$ cat src/rtl/hazard_stall_unit_if.sv
// Pipeline-side bundle for the hazard/stall unit: ID operand info, EX load info,
// MEM handshake, and the pipeline-register controls it drives back.
interface hazard_stall_unit_if;
  logic [4:0]  IdRs_i;
  logic [4:0]  IdRt_i;
  logic        IdUseRs_i;
  logic        IdUseRt_i;
  logic        ExMemRead_i;
  logic [4:0]  ExRegisterRt_i;
  logic        BranchTaken_i;
  logic        MemReq_i;
  logic        MemAck_i;
  logic        PcWrite_o;
  logic        IfIdWrite_o;
  logic        IfIdFlush_o;
  logic        IdExBubble_o;
  logic        PipeFreeze_o;
  logic        MemTimeout_o;
  logic [31:0] StallCycles_o;
  logic [15:0] FlushCount_o;

  modport master (
    output IdRs_i, IdRt_i, IdUseRs_i, IdUseRt_i, ExMemRead_i, ExRegisterRt_i,
           BranchTaken_i, MemReq_i, MemAck_i,
    input  PcWrite_o, IfIdWrite_o, IfIdFlush_o, IdExBubble_o, PipeFreeze_o,
           MemTimeout_o, StallCycles_o, FlushCount_o
  );

  modport slave (
    input  IdRs_i, IdRt_i, IdUseRs_i, IdUseRt_i, ExMemRead_i, ExRegisterRt_i,
           BranchTaken_i, MemReq_i, MemAck_i,
    output PcWrite_o, IfIdWrite_o, IfIdFlush_o, IdExBubble_o, PipeFreeze_o,
           MemTimeout_o, StallCycles_o, FlushCount_o
  );
endinterface

$ cat src/rtl/hazard_stall_unit.sv
// Load-use bubble, memory-wait freeze and branch flush control with a wait watchdog.
// Define HAZARD_PERF_EN to build the stall-cycle and flush performance counters.
//
// state   | meaning
// RUN     | no data-memory access pending from the previous cycle
// MEMWAIT | data-memory request outstanding, pipeline frozen, watchdog counting
module hazard_stall_unit #(
  parameter int unsigned MAX_WAIT = 255
) (
  input logic           clk_i,
  input logic           rst_i,
  hazard_stall_unit_if.slave hz
);

  typedef enum logic {RUN = 1'b0, MEMWAIT = 1'b1} state_e;

  state_e     state_q;
  logic [7:0] wait_cnt_q;
  logic       timeout_q;
  logic [8:0] wait_inc;

  logic mw, lu, rs_hit, rt_hit;
  logic freeze, bubble, flush, advance;

  assign mw     = hz.MemReq_i && !hz.MemAck_i;
  assign rs_hit = hz.IdUseRs_i && (hz.IdRs_i == hz.ExRegisterRt_i);
  assign rt_hit = hz.IdUseRt_i && (hz.IdRt_i == hz.ExRegisterRt_i);
  assign lu     = hz.ExMemRead_i && (hz.ExRegisterRt_i != 5'd0) && (rs_hit || rt_hit);

  // Freeze dominates load-use, which dominates the branch flush.
  assign freeze  = mw;
  assign bubble  = !mw && lu;
  assign advance = !mw && !lu;
  assign flush   = advance && hz.BranchTaken_i;

  assign hz.PipeFreeze_o = freeze;
  assign hz.IdExBubble_o = bubble;
  assign hz.PcWrite_o    = advance;
  assign hz.IfIdWrite_o  = advance;
  assign hz.IfIdFlush_o  = flush;
  assign hz.MemTimeout_o = timeout_q;

  assign wait_inc = {1'b0, wait_cnt_q} + 9'd1;

  always_ff @(posedge clk_i) begin
    if (rst_i) begin
      state_q    <= RUN;
      wait_cnt_q <= '0;
      timeout_q  <= 1'b0;
    end else begin
      case (state_q)
        RUN: begin
          wait_cnt_q <= '0;
          if (mw) state_q <= MEMWAIT;
        end
        MEMWAIT: begin
          if (mw) begin
            if (wait_cnt_q != 8'hFF) wait_cnt_q <= wait_inc[7:0];
            // Sticky: the pipeline keeps waiting, only reset clears the flag.
            if (wait_inc == 9'(MAX_WAIT)) timeout_q <= 1'b1;
          end else begin
            state_q    <= RUN;
            wait_cnt_q <= '0;
          end
        end
      endcase
    end
  end

`ifdef HAZARD_PERF_EN
  logic [31:0] stall_cnt_q;
  logic [15:0] flush_cnt_q;

  always_ff @(posedge clk_i) begin
    if (rst_i) begin
      stall_cnt_q <= '0;
      flush_cnt_q <= '0;
    end else begin
      if ((freeze || bubble) && (stall_cnt_q != 32'hFFFF_FFFF)) stall_cnt_q <= stall_cnt_q + 32'd1;
      if (flush && (flush_cnt_q != 16'hFFFF)) flush_cnt_q <= flush_cnt_q + 16'd1;
    end
  end

  assign hz.StallCycles_o = stall_cnt_q;
  assign hz.FlushCount_o  = flush_cnt_q;
`else
  assign hz.StallCycles_o = 32'd0;
  assign hz.FlushCount_o  = 16'd0;
`endif

endmodule

$ cat src/flat_wrapper.sv
// flat-port wrapper written by rule: the top's interface ports become plain ports
module hazard_stall_unit_flat 
#(
  parameter int unsigned MAX_WAIT = 255
)
  (clk_i, rst_i, hz_IdRs_i, hz_IdRt_i, hz_IdUseRs_i, hz_IdUseRt_i, hz_ExMemRead_i, hz_ExRegisterRt_i, hz_BranchTaken_i, hz_MemReq_i, hz_MemAck_i, hz_PcWrite_o, hz_IfIdWrite_o, hz_IfIdFlush_o, hz_IdExBubble_o, hz_PipeFreeze_o, hz_MemTimeout_o, hz_StallCycles_o, hz_FlushCount_o);
  hazard_stall_unit_if hz_i ();
  input logic clk_i;
  input logic rst_i;
  input wire logic [$bits(hz_i.IdRs_i)-1:0] hz_IdRs_i;
  input wire logic [$bits(hz_i.IdRt_i)-1:0] hz_IdRt_i;
  input wire logic [$bits(hz_i.IdUseRs_i)-1:0] hz_IdUseRs_i;
  input wire logic [$bits(hz_i.IdUseRt_i)-1:0] hz_IdUseRt_i;
  input wire logic [$bits(hz_i.ExMemRead_i)-1:0] hz_ExMemRead_i;
  input wire logic [$bits(hz_i.ExRegisterRt_i)-1:0] hz_ExRegisterRt_i;
  input wire logic [$bits(hz_i.BranchTaken_i)-1:0] hz_BranchTaken_i;
  input wire logic [$bits(hz_i.MemReq_i)-1:0] hz_MemReq_i;
  input wire logic [$bits(hz_i.MemAck_i)-1:0] hz_MemAck_i;
  output wire logic [$bits(hz_i.PcWrite_o)-1:0] hz_PcWrite_o;
  output wire logic [$bits(hz_i.IfIdWrite_o)-1:0] hz_IfIdWrite_o;
  output wire logic [$bits(hz_i.IfIdFlush_o)-1:0] hz_IfIdFlush_o;
  output wire logic [$bits(hz_i.IdExBubble_o)-1:0] hz_IdExBubble_o;
  output wire logic [$bits(hz_i.PipeFreeze_o)-1:0] hz_PipeFreeze_o;
  output wire logic [$bits(hz_i.MemTimeout_o)-1:0] hz_MemTimeout_o;
  output wire logic [$bits(hz_i.StallCycles_o)-1:0] hz_StallCycles_o;
  output wire logic [$bits(hz_i.FlushCount_o)-1:0] hz_FlushCount_o;
  assign hz_i.IdRs_i = hz_IdRs_i;
  assign hz_i.IdRt_i = hz_IdRt_i;
  assign hz_i.IdUseRs_i = hz_IdUseRs_i;
  assign hz_i.IdUseRt_i = hz_IdUseRt_i;
  assign hz_i.ExMemRead_i = hz_ExMemRead_i;
  assign hz_i.ExRegisterRt_i = hz_ExRegisterRt_i;
  assign hz_i.BranchTaken_i = hz_BranchTaken_i;
  assign hz_i.MemReq_i = hz_MemReq_i;
  assign hz_i.MemAck_i = hz_MemAck_i;
  assign hz_PcWrite_o = hz_i.PcWrite_o;
  assign hz_IfIdWrite_o = hz_i.IfIdWrite_o;
  assign hz_IfIdFlush_o = hz_i.IfIdFlush_o;
  assign hz_IdExBubble_o = hz_i.IdExBubble_o;
  assign hz_PipeFreeze_o = hz_i.PipeFreeze_o;
  assign hz_MemTimeout_o = hz_i.MemTimeout_o;
  assign hz_StallCycles_o = hz_i.StallCycles_o;
  assign hz_FlushCount_o = hz_i.FlushCount_o;
  hazard_stall_unit #(.MAX_WAIT(MAX_WAIT)) u_core (.clk_i(clk_i), .rst_i(rst_i), .hz(hz_i));
endmodule
$ cat config.mk
export PLATFORM = sky130hd
export DESIGN_NAME = hazard_stall_unit_flat
export DESIGN_NICKNAME = d
export VERILOG_FILES = /design/src/rtl/hazard_stall_unit_if.sv /design/src/rtl/hazard_stall_unit.sv /design/src/flat_wrapper.sv
export SDC_FILE = /design/constraint.sdc
export NUM_CORES = 1
export LEC_CHECK = 0
export ABC_CLOCK_PERIOD_IN_PS = 1850
export CORE_MARGIN = 4
export CORE_UTILIZATION = 33
export CTS_CLUSTER_SIZE = 14
export DETAILED_ROUTE_END_ITERATION = 8
export PLACE_DENSITY = 0.89
export SETUP_SLACK_MARGIN = 0.02
export SLEW_MARGIN = 20
export SYNTH_ARGS = -nofsm -noshare
export SYNTH_HDL_FRONTEND = slang
export SYNTH_SLANG_ARGS = --single-unit
$ cat constraint.sdc
create_clock -name clk_i -period 1.85 [get_ports clk_i]
set_input_delay 0.37 -clock clk_i [delete_from_list [all_inputs] [get_ports clk_i]]
set_output_delay 0.37 -clock clk_i [all_outputs]
set_load 0.01 [all_outputs]
==> results of run 1 <==
==> routing by layer <==
layer | vias up | track usage [%]
met5 | - | 0
met4 | 0 | 1.65
met3 | 2 | 4.14
met2 | 50 | 15.4
met1 | 341 | 7.57
li1 | 365 | -
==> repair_timing <==
action / CTS / global route
resized for setup: 49 / 10
buffers inserted: 1 / 0
setup endpoints to repair: 5 / 5
hold endpoints to repair: 0 / 0
pin swaps: 16 / 10
==> worst max-delay path by stage <==
stage | startpoint | cells past startpoint | to
detailed placement | hz_ExRegisterRt_i[1] | 5 | hz_IfIdWrite_o
CTS | hz_ExRegisterRt_i[1] | 5 | hz_IfIdWrite_o
floorplan | hz_ExRegisterRt_i[1] | 4 | hz_PcWrite_o
global placement | hz_ExRegisterRt_i[1] | 5 | hz_PcWrite_o
global route | hz_ExRegisterRt_i[1] | 5 | hz_IfIdWrite_o
finish | hz_ExRegisterRt_i[1] | 5 | hz_IdExBubble_o
==> cell usage in the layout (no fill, tap or decap) <==
cell type,count
o22ai_2,1
dfxtp_1,10
o21a_4,1
clkbuf_8,1
nand2_2,1
nand2b_4,1
conb_1,48
or3_1,1
buf_2,4
ha_1,2
nand4_1,2
nand3_1,3
xor2_1,2
nand3b_1,1
xnor2_1,13
clkdlybuf4s15_1,1
a21oi_2,1
clkdlybuf4s50_1,8
buf_6,5
clkbuf_4,3
dlymetal6s2s_1,1
inv_2,1
a21oi_4,1
o32ai_2,1
buf_4,8
nand2_1,5
inv_1,2
a21oi_1,6
xnor2_2,2
and3_1,1
or4_4,1
a211oi_2,1
nand4bb_1,1
dlygate4sd2_1,10
nor2_1,5
nor3_1,2
==> sequential cells by signal, indices dropped and copies added, names as in the netlist <==
register and count:
u_core.state_q 1, u_core.hz.MemTimeout_o 1, u_core.wait_cnt_q 8
==> kinds of logic (layout without fill, tap and decap cells) <==
group | after synthesis | after routing | share of synthesized area [%]
AOI/OAI and AO/OA | 12 | 12 | 8.41
xor gates and xnor gates | 17 | 17 | 15.2
adders and majority gates | 2 | 2 | 2.55
buffers and inverters | 54 | 44 | 40.3
DFF | 10 | 10 | 20.4
other | 1 | 48 | 0.382
and+or+nand+nor | 24 | 24 | 12.9
==> worst max-delay path: stages <==
cell and delay [ns]:
buf_6 0.09, or4_4 0.53, o21a_4 0.23, and3_1 0.15, buf_2 0.14
==> area by class of cell <==
| cell class | count | area [µm²] | share of cell area, % |
|---|---|---|---|
| multi-input combinational | 103 | 618 | 50.2 |
| timing repair buffer | 37 | 327 | 26.5 |
| inverter | 3 | 11.3 | 0.915 |
| clock buffer | 4 | 36.3 | 2.95 |
| tap | 31 | 38.8 | 3.15 |
| sequential | 10 | 200 | 16.3 |
==> power breakdown <==
| group | internal [µW] | total [µW] | switching (µW) |
|---|---|---|---|
| Clock | 120 | 197 | 77.0 |
| Sequential | 216 | 217 | 0.553 |
| Combinational | 77.1 | 164 | 86.9 |
| Total | 413 | 577 | 164 |
==> metrics by stage <==
step,hold WS (ns),power [µW],utilization [%],setup WS (ns),setup TNS (ns)
3_3_place_gp,0.479,379,41.5,-0.780,-3.28
3_5_place_dp,0.472,381,41.5,-0.807,-3.38
4_1_cts,0.486,571,42.5,-0.0454,-0.148
2_1_floorplan,0.442,377,-,0.0623,0
5_1_grt,0.512,604,43.9,-0.0383,-0.120
6_report,0.479,577,43.9,-0.0260,-0.0517
==> flow_summary.ini, run 1 <==
[logic_synthesis]
ys_ff_latch = 10
syn_area_um2 = 982
yosys-top-cells-count = buf_4 (49), xnor2_1 (15), dfxtp_1 (10)
yosysMostFrequentCell = buf_4
yosysTopAreaCell = buf_4
synthFlopType = dfxtp_1
netlist_instances = 120
synth_area_leaders = buf_4 (37%), dfxtp_1 (20%), xnor2_1 (13%)
synth_top_area_share_pct = 37.5
async_flop_share_pct = 0
ys.warnings.count = 0
ys_types = 26
synth_enable_flop_cells = 0
seq_area_frac_synth_pct = 20.4
syn-mean-instance-area_um2 = 8.18

[setup_path]
worstPathMaxFanout = 3
timing.rr.start = u_core.wait_cnt_q[0]$_SDFFE_PP0P_
critPathLaunchType = primary input
cp.arrival_ns = 1.51
r2r-end = u_core.wait_cnt_q[0]$_SDFFE_PP0P_
cp-end-kind = output pin
required_ns = 1.48
r2r_slack_ns = 0.31
reg2reg_depth = 5
crit_type = in2out

[die]
die_h_um = 62.6
boundaryPins = 77
core_area_um2 = 2810
dieWidth_um = 62.6
num_rows = 19
dieArea_um2 = 3910
initial_core_util_pct = 35.0

[placed_design]
place_inst = 184
place_area_um2 = 1160
numPortBuffers = 28
place_congestion = 0.795
dp_hpwl_mm = 1.54

[power_and_ir_drop]
cellPowerDensity_nw_per_um2 = 469
peakVddDrop_mv = 0.215
leakagePower_uw = 0.000566

[clock_tree]
insertion_delay_ns = 0.27
cts_hold_buffers = 0
clock_sink_count = 10
clockBufferDepth = 2
cts_tree = yes
cts_buffers = 3
clk_pin_slew_ns = 0.06
root_buffer = clkbuf_4
cts_max_level = 1

[grt]
grt_max_degree = 10
grt_usage_pct = 8.06
grt_antenna_before_repair = 0
grt_pass1_vias = 654
grt_overflow_total = 0
grt_pass1_wl_mm = 2.60

[job]
maxCapViolations = 0

[route]
wl_met1_um = 628
route.detailed.drc = 0
dr.pass1.iters = 2
vias_per_cell = 4.03
ant_nets = 0
met3_length_um = 247
top_layer = met4
drt_wl_total_mm = 1.80
wire_per_inst_um = 9.55
drt_iter0_drc = 3
via_count = 758
wl_met2_um = 905

[outcome]
violations = setup timing
status = complete, but fails checks

[finish]
design_area_um2 = 1230
fin_cells = 188
fillers = 281
drive_above_1_share_pct = 21.0
syn2layout_area_growth_pct = 25.4
diodes = 0
final_nets = 183

[sta]
maxSlewViolCount = 0
setup_viol = 3
maxClockFrequency_mhz = 533
finClkSkew_ns = 0.00473
finalHoldViolCount = 0
rsz0062_at_grt = true
timing.final.ws_setup_ns = -0.0260
fin_crit_sh_pct = 101
period_needed_ns = 1.88

[min_path]
whs_path_depth = 2
hold_path_end = u_core.hz.MemTimeout_o$_SDFFE_PP0P_
hold_class = reg2reg
worstHoldStart = u_core.hz.MemTimeout_o$_SDFFE_PP0P_
Note: power is estimated with default switching activity, not from simulation.
==> inputs of run 2 (changes only) <==
--- a/config.mk
+++ b/config.mk
@@ -8,9 +8,8 @@
 export ABC_CLOCK_PERIOD_IN_PS = 1850
 export CORE_MARGIN = 4
 export CORE_UTILIZATION = 33
-export CTS_CLUSTER_SIZE = 14
 export DETAILED_ROUTE_END_ITERATION = 8
-export PLACE_DENSITY = 0.89
+export PLACE_DENSITY = 0.83
 export SETUP_SLACK_MARGIN = 0.02
 export SLEW_MARGIN = 20
 export SYNTH_ARGS = -nofsm -noshare
==> run 2 against run 1 <==
Net effect:
- the run still ends with setup timing left
- power shrank 9.7%
- wire length is 1.4% lower
- sequential cell count unchanged
- clock-buffer cell count down 1
- via count is 1.7% lower
- largest power group unchanged
==> flow_summary.ini, run 2 (synthesis gave the netlist of run 1 again) <==
[power_and_ir_drop]
p_int_uw = 364
combPwrFrac_pct = 30.4
leakagePower_uw = 0.000546
cellPowerDensity_nw_per_um2 = 437
p_seq_share_pct = 41.6
swShare_pct = 30.1
peakVddDrop_mv = 0.205
clockPowerShare_pct = 28.0
p_switching_uw = 157

[clock_tree]
clockBufferDepth = 2
clk_pin_slew_ns = 0.06
root_buffer = clkbuf_4
clock_sink_count = 10
cts_setup_buffers = 0
cts_max_level = 1
insertion_delay_ns = 0.27
cts_hold_buffers = 0
cts_buffers = 3
cts_tree = yes

[route]
dr.pass1.iters = 5
drt_wl_total_mm = 1.77
wire_per_inst_um = 9.47
drt_iter0_drc = 6
via_count = 745
ant_nets = 0
route.detailed.drc = 0
vias_per_cell = 3.98

[sta]
timing.final.ws_setup_ns = -0.00423
setup_viol = 2
holdWs_ns = 0.471
period_needed_ns = 1.85
maxClockFrequency_mhz = 539
finalHoldViolCount = 0
maxSlewViolCount = 0
finClkSkew_ns = 0.00170
fin_crit_sh_pct = 100
rsz0062_at_grt = true

[setup_path]
crit_type = in2out
r2r_slack_ns = 0.32
cp.arrival_ns = 1.48
cpMaxStageDelayCell = or4_4
critPathLaunchType = primary input
reg2reg_depth = 5
timing.rr.start = u_core.wait_cnt_q[0]$_SDFFE_PP0P_
path_cells = buf_6, or4_4, o21a_4, a21oi_2, buf_2
required_ns = 1.48
path_buf_inv = 2
path_delay_family = simple AND/OR/NAND/NOR gates
worstPathMaxFanout = 3
cpPeakStageDelay_ns = 0.52
cp-end-kind = output pin
r2r-end = u_core.wait_cnt_q[1]$_SDFFE_PP0P_

[min_path]
hold_class = reg2reg
worstHoldStart = u_core.hz.MemTimeout_o$_SDFFE_PP0P_
hold_path_end = u_core.hz.MemTimeout_o$_SDFFE_PP0P_
whs_path_depth = 2

[placed_design]
numPortBuffers = 28
dp_hpwl_mm = 1.58
place_congestion = 0.834
dpl_worst_slack_ns = -0.784

[die]
dieWidth_um = 62.6
dieArea_um2 = 3910
initial_core_util_pct = 35.0
num_rows = 19
boundaryPins = 77
die_h_um = 62.6
core_area_um2 = 2810

[grt]
grt_overflow_total = 0
grt_pass1_wl_mm = 2.57
grt_antenna_before_repair = 0
grt_max_degree = 10
grt_pass1_vias = 665
grt_usage_pct = 8.21

[finish]
largest_reg_flops = 8
diodes = 0
layout_common_cells = conb_1 (48), xnor2_1 (13), dlygate4sd2_1 (11), dfxtp_1 (10)
final_nets = 183
drive_above_1_share_pct = 19.9
fillers = 303
layout_commonest_cell = conb_1
syn2layout_area_growth_pct = 21.5
regMostFlops = u_core.wait_cnt_q
fin_util_pct = 42.6

[job]
maxCapViolations = 0

[outcome]
status = complete, but fails checks
violations = setup timing
[run 2: changes by cell type in the layout (fill, tap and decap cells not counted)]
| cell | previous run | this run |
|---|---|---|
| clkbuf_2 | 0 | 1 |
| inv_2 | 1 | 0 |
| clkbuf_8 | 1 | 0 |
| a21oi_4 | 1 | 0 |
| dlygate4sd2_1 | 10 | 11 |
| buf_6 | 5 | 3 |
| inv_1 | 2 | 3 |
| dlymetal6s2s_1 | 1 | 0 |
| buf_2 | 4 | 5 |
| a21oi_2 | 1 | 2 |
[run 2: worst max path at each step]
stage	start	endpoint	slack, ns	depth (start not counted)
2_1_floorplan	hz_ExRegisterRt_i[1]	hz_PcWrite_o	0.06	4
3_3_place_gp	hz_ExRegisterRt_i[1]	hz_PcWrite_o	-0.76	5
3_5_place_dp	hz_ExRegisterRt_i[1]	hz_IfIdWrite_o	-0.78	5
4_1_cts	hz_ExRegisterRt_i[1]	hz_IdExBubble_o	-0.02	5
5_1_grt	hz_ExRegisterRt_i[4]	hz_PcWrite_o	-0.05	5
6_report	hz_ExRegisterRt_i[4]	hz_PcWrite_o	-0.004	5
[run 2: power groups by stage]
stage / sequential, µW / combinational, µW / clock (µW)
6_report: 217 / 158 / 146
5_1_grt: 217 / 173 / 161
4_1_cts: 217 / 147 / 149
3_5_place_dp: 222 / 160 / 0
3_3_place_gp: 222 / 158 / 0
2_1_floorplan: 222 / 155 / 0
[run 2: cell type report]
cell class                 instances  area [µm²]  area share (%)
clock buffer                       3        22.5            1.89
multi-input combinational        103         611            51.2
sequential                        10         200            16.8
timing repair buffer              37         310            26.0
tap                               31        38.8            3.25
inverter                           3        11.3           0.943
[run 2: repair_timing]
item,4_1_cts,5_1_grt
setup endpoints to repair,5,5
gates resized for setup,45,9
pin swaps,16,6
[run 2: metrics by stage]
step | total power (µW) | instance area, µm² | setup TNS, ns | std cells
final | 521 | 1190 | -0.00821 | 187
after global routing | 550 | 1190 | -0.136 | 187
after CTS | 513 | 1160 | -0.0495 | 187
after detailed placement | 381 | 1160 | -3.27 | 184
after global placement | 380 | 1160 | -3.21 | 184
after floorplan | 377 | 1160 | 0 | 167
[run 2: routing by layer]
layer  vias to the layer above  global-route usage, %  routed length, µm
li1                        364                      -                  -
met1                       330                   7.34                577
met2                        47                   15.2                927
met3                         4                   3.96                247
met4                         0                   4.13                 19
met5                         -                      0                  0
[run 2: worst min-delay path: stages, from the launching register on]
cell and delay [ns]:
dfxtp_1 0.31, inv_1 0.06, o32ai_2 0.06
==> RTL edit 1, RTL diff (settings of run 2) <==
Add a define of `HAZARD_PERF_EN`.
--- a/src/rtl/hazard_stall_unit.sv
+++ b/src/rtl/hazard_stall_unit.sv
@@ -6,2 +6,4 @@
 // MEMWAIT | data-memory request outstanding, pipeline frozen, watchdog counting
+`define HAZARD_PERF_EN
+
 module hazard_stall_unit #(
Formal check against the unedited RTL: not equivalent (Yosys sat finds a counterexample within 4 cycles, from zero or initial values and one cycle with rst_i high).
==> RTL edit 1 against run 2 <==
- the run still ends with negative setup slack left
- count of clock-buffer cells in the layout is 6 higher
- synthesized area grew to 3.1 times the old value
- worst setup slack worse by 230 ps
- via count grew to 5.3 times the old value
- non-clock buffer count is 161 higher
- total power grew to 5.3 times the old value
- worst hold slack better by 38 ps
- wire length grew to 6.9 times the old value
- sequential cell count is 48 higher
- final area grew to 4.8 times the old value
==> RTL edit 1: results (changes against run 2) <==
Synth
  • Number of library cell types mapped by synthesis: 47 (+81%)
  • Cells after synthesis: 381 (+220%)
  • Most frequent cells after synthesis: 58 x dfxtp_1, 45 x a21oi_1, 28 x nand3_1, 27 x o21ai_0, 26 x nand2_1
  • Register area share after synthesis: 37.8% (+17 points)
  • Ys async rst share: 0% (unchanged)
  • Area contributors post-synth: dfxtp_1 38%, a21oi_1 7.3%, or3_1 5.1%, nand3_1 4.6%, xnor2_1 4.6%

Cells and area
  • N_diodes: 0 (unchanged)
  • Largest register FFs: 32 (+24)
  • Nets: 601 (+230%)
  • Seq cells: 58 (+48)
  • Multi-input gates: 297 (+190%)
  • Fraction of layout cells with a size suffix above 1: 44.6% (+25 points)
  • Sequential share of cell area: 20.8% (+4.1 points)
  • Clk tree area frac: 2.98% (+1.1 points)
  • Buffers, non-clock: 198 (+440%)
  • Layout Cells excl Fill: 687 (+270%)
  • Area of the multi-input gates: 0.00237 mm2 (+290%)
  • Fill count: 662 (+120%)

Power and ir drop
  • Peak supply drop: 0.366 mV (+78%)
  • Lkg Pwr: 2.22 nW (+310%)

Critical path
  • Critical Path AT: 1710 ps (+230 ps)
  • Worst Path Max Fanout: 4 (+1)
  • Crit path largest cell delay: 520 ps (about the same)

Detailed routing
  • Metal-1 WL: 4.70 mm (+710%)
  • Routed vias: 3946 (+430%)
  • Drt initial violations: 204 (+198)
  • DR WL met2: 6.39 mm (+590%)
  • WL met3: 629 um (+150%)
  • WL final: 12.3 mm (+590%)

Timing
  • Setup ws final: -231 ps (-227 ps)
  • # setup viols final: 45 (+43)
  • Clk_skew: 10.4 ps (+8.75 ps)
  • Setup TNS: -4670 ps (-4670 ps)

GRT
  • Total Routing Usage GR: 20.2% (+12 points)
  • Met1 usage: 22.6% (+15 points)
  • Global-route wire length before repair: 18.2 mm (+610%)
  • Largest net degree at the start of global routing: 18 (+8)
  • Met2 Use GR: 35.7% (+20 points)
  • Met3 usage: 4.97% (+1.0 points)

Place
  • PortBufs: 76 (+170%)
  • Final GP Congestion: 0.809 (-3.1%)
  • Post-DP HPWL: 7.51 mm (+380%)
  • Cells after DPL: 642 (+250%)

Clocking
  • H-tree depth: 3 (+2)
  • Root Driver: clkbuf_8
  • Clock Latency Late Sink: 360 ps (+90 ps)

Floorplanning
  • Core ar.: 0.00889 mm2 (+220%)

Outcome
  • Violated checks: negative setup slack
  • Outcome: complete, but fails checks
[RTL edit 1: cell types whose count changed after synthesis, sizes merged, moves of 24 or more]
cell	change
a21oi	+37
buf	-46
o21ai	+27
or3	+24
dfxtp	+48
nand3	+25
[RTL edit 1: power breakdown]
| group | internal [mW] | leakage [nW] | switching, mW |
|---|---|---|---|
| sequential | 1.25 | 0.474 | 0.00807 |
| clock | 0.480 | 0.0853 | 0.582 |
| combinational | 0.240 | 1.66 | 0.204 |
| total | 1.97 | 2.22 | 0.794 |
[RTL edit 1: stage by stage]
step / hold WS, ps / util [%]
2_1_floorplan: 492 / -
3_3_place_gp: 482 / 52.5
3_5_place_dp: 496 / 52.5
4_1_cts: 499 / 59.5
5_1_grt: 530 / 63.8
6_report: 508 / 63.8
[RTL edit 1: worst paths after layout]
check,from,to,slack (ps),cells past startpoint
setup reg to reg,u_core.hz.StallCycles_o[0],u_core.hz.StallCycles_o[26],-140,8
hold reg to reg,u_core.hz.FlushCount_o[15],u_core.hz.FlushCount_o[15],510,2
setup / recovery,hz_ExRegisterRt_i[1],hz_IfIdFlush_o,-230,7
hold / removal,u_core.hz.FlushCount_o[15],u_core.hz.FlushCount_o[15],510,2
[RTL edit 1: critical path, delay by kind of cell]
kind / cells / cell delay [ps]
buffers and inverters: 3 / 260
AO/OA/AOI/OAI: 2 / 430
AND/OR/NAND/NOR: 2 / 650
[RTL edit 1: logic make-up after synthesis]
family                     share of synthesized area, %
buffers and inverters                              3.75
xor gates and xnor gates                           5.42
adders and majority gates                          1.63
and+or+nand+nor                                    30.5
muxes                                              1.38
DFF                                                37.8
AOI/OAI and AO/OA                                  19.6
[RTL edit 1: timing repair]
item,CTS,global route
pin swaps,60,34
setup buffers,20,9
gates cloned,2,1
resized for setup,129,74
setup endpoints to repair,53,54
==> RTL edit 2, RTL diff (config.mk and constraints of run 2) <==
Without the edit above. `MAX_WAIT` is set to 255 in 2 places; all go to 127.
--- a/src/rtl/hazard_stall_unit.sv
+++ b/src/rtl/hazard_stall_unit.sv
@@ -7,3 +7,3 @@
 module hazard_stall_unit #(
-  parameter int unsigned MAX_WAIT = 255
+  parameter int unsigned MAX_WAIT = 127
 ) (
--- a/src/flat_wrapper.sv
+++ b/src/flat_wrapper.sv
@@ -3,3 +3,3 @@
 #(
-  parameter int unsigned MAX_WAIT = 255
+  parameter int unsigned MAX_WAIT = 127
 )
Formal check against the unedited RTL: no difference found for any inputs over 10 cycles, from zero or initial values and one cycle with rst_i high; that may be too few to reach the edited logic, so the function may still have changed.
==> RTL edit 2 against run 2 <==
- the run still ends with negative setup slack left
- synthesized area increased by 0.13%
- fmax shrank 0.64%
- total power is 8.1% higher
- wire length down 0.17%
- non-clock buffer count did not move
- sequential cell count unchanged
- sequential share of layout area rose by 0.12 points
- final area shrank 0.73%
- worst setup slack worse by 12 ps
- die area up 0.11%
- core utilization down 0.31 points
- largest power group unchanged
- highest routed layer unchanged
==> RTL edit 2: results (changes against run 2) <==
Outcome
  • Outcome: complete, but fails checks
  • Violated checks: negative setup slack

Synth
  • Register area share after synthesis: 20.4% (-0.026 points)
  • Synth Area in Compound Gates: 7.76% (-0.65 points)
  • Post-synthesis xor/xnor area fraction: 16.0% (+0.87 points)
  • Cells after synthesis: 119 (-0.83%)
  • Area contributors post-synth: buf_4 37%, dfxtp_1 20%, xnor2_1 13%, a21oi_1 4.1%, xor2_1 2.7%

GRT
  • Total Routing Usage GR: 8.32% (+0.11 points)
  • Global-route wire length before repair: 2.68 mm (+4.0%)
  • Initial antenna violation count: 0 (unchanged)
  • Met3 usage: 1.62% (-2.3 points)
  • Vias in the first global route: 632 (-5.0%)
  • Met2 Use GR: 15.3% (+0.13 points)
  • Met1 usage: 8.32% (+0.97 points)

Cells and area
  • Fin util: 42.2% (-0.31 points)
  • Fill count: 285 (-5.9%)

Critical path
  • Critical Path AT: 1500 ps (+20 ps)
  • Reg-to-Reg End: u_core.wait_cnt_q[0]
  • Crit path to: hz_IdExBubble_o
  • Slowest library cell on the worst path: or4_1
  • R2r startpoint: u_core.wait_cnt_q[0]

Detailed routing
  • Metal-1 WL: 620 um (+7.5%)
  • WL final: 1.77 mm (-0.17%)
  • Routed vias: 736 (-1.2%)
  • DR pass1 iterations: 4 (-1)
  • Drt initial violations: 32 (+26)

Place
  • Post-DP Area: 0.00116 mm2 (-0.11%)
  • Post-DP HPWL: 1.56 mm (-1.5%)
  • Final GP Congestion: 0.867 (+3.9%)
  • Pre-CTS setup slack: -749 ps (+34.4 ps)

Timing
  • # setup viols final: 1 (-1)
  • Clk_skew: 2.12 ps (+0.420 ps)
  • Setup TNS: -16.1 ps (-7.94 ps)
  • Final hold slack: 565 ps (+94.5 ps)
  • Setup ws final: -16.1 ps (-11.9 ps)

Min path
  • Worst Hold Endpoint: u_core.wait_cnt_q[1]

Power and ir drop
  • Net Sw Frac: 28.1% (-2.0 points)
[RTL edit 2: power groups by stage]
stage                     Combinational (mW)  Clock, mW  Sequential [mW]
after floorplan                        0.156          0            0.222
after global placement                 0.157          0            0.222
after detailed placement               0.158          0            0.222
after CTS                              0.144      0.203            0.217
after global routing                   0.164      0.215            0.217
final                                  0.150      0.196            0.217
[RTL edit 2: layout make-up]
type / count / area share [%]
clock buffer: 4 / 3.06
inverter: 2 / 0.634
multi-input combinational: 104 / 49.2
sequential: 10 / 16.9
tap: 31 / 3.27
timing repair buffer: 37 / 26.9
[RTL edit 2: what timing repair did]
action | CTS | global route
pin swaps | 16 | 7
gates resized for setup | 44 | 6
endpoints found under the setup margin | 5 | 4
setup buffers | 0 | 1
[RTL edit 2: critical path, delay by kind of cell]
kind	cells	cell delay [ps]
compound gates	1	220
buf+inv	2	230
simple gates	2	680
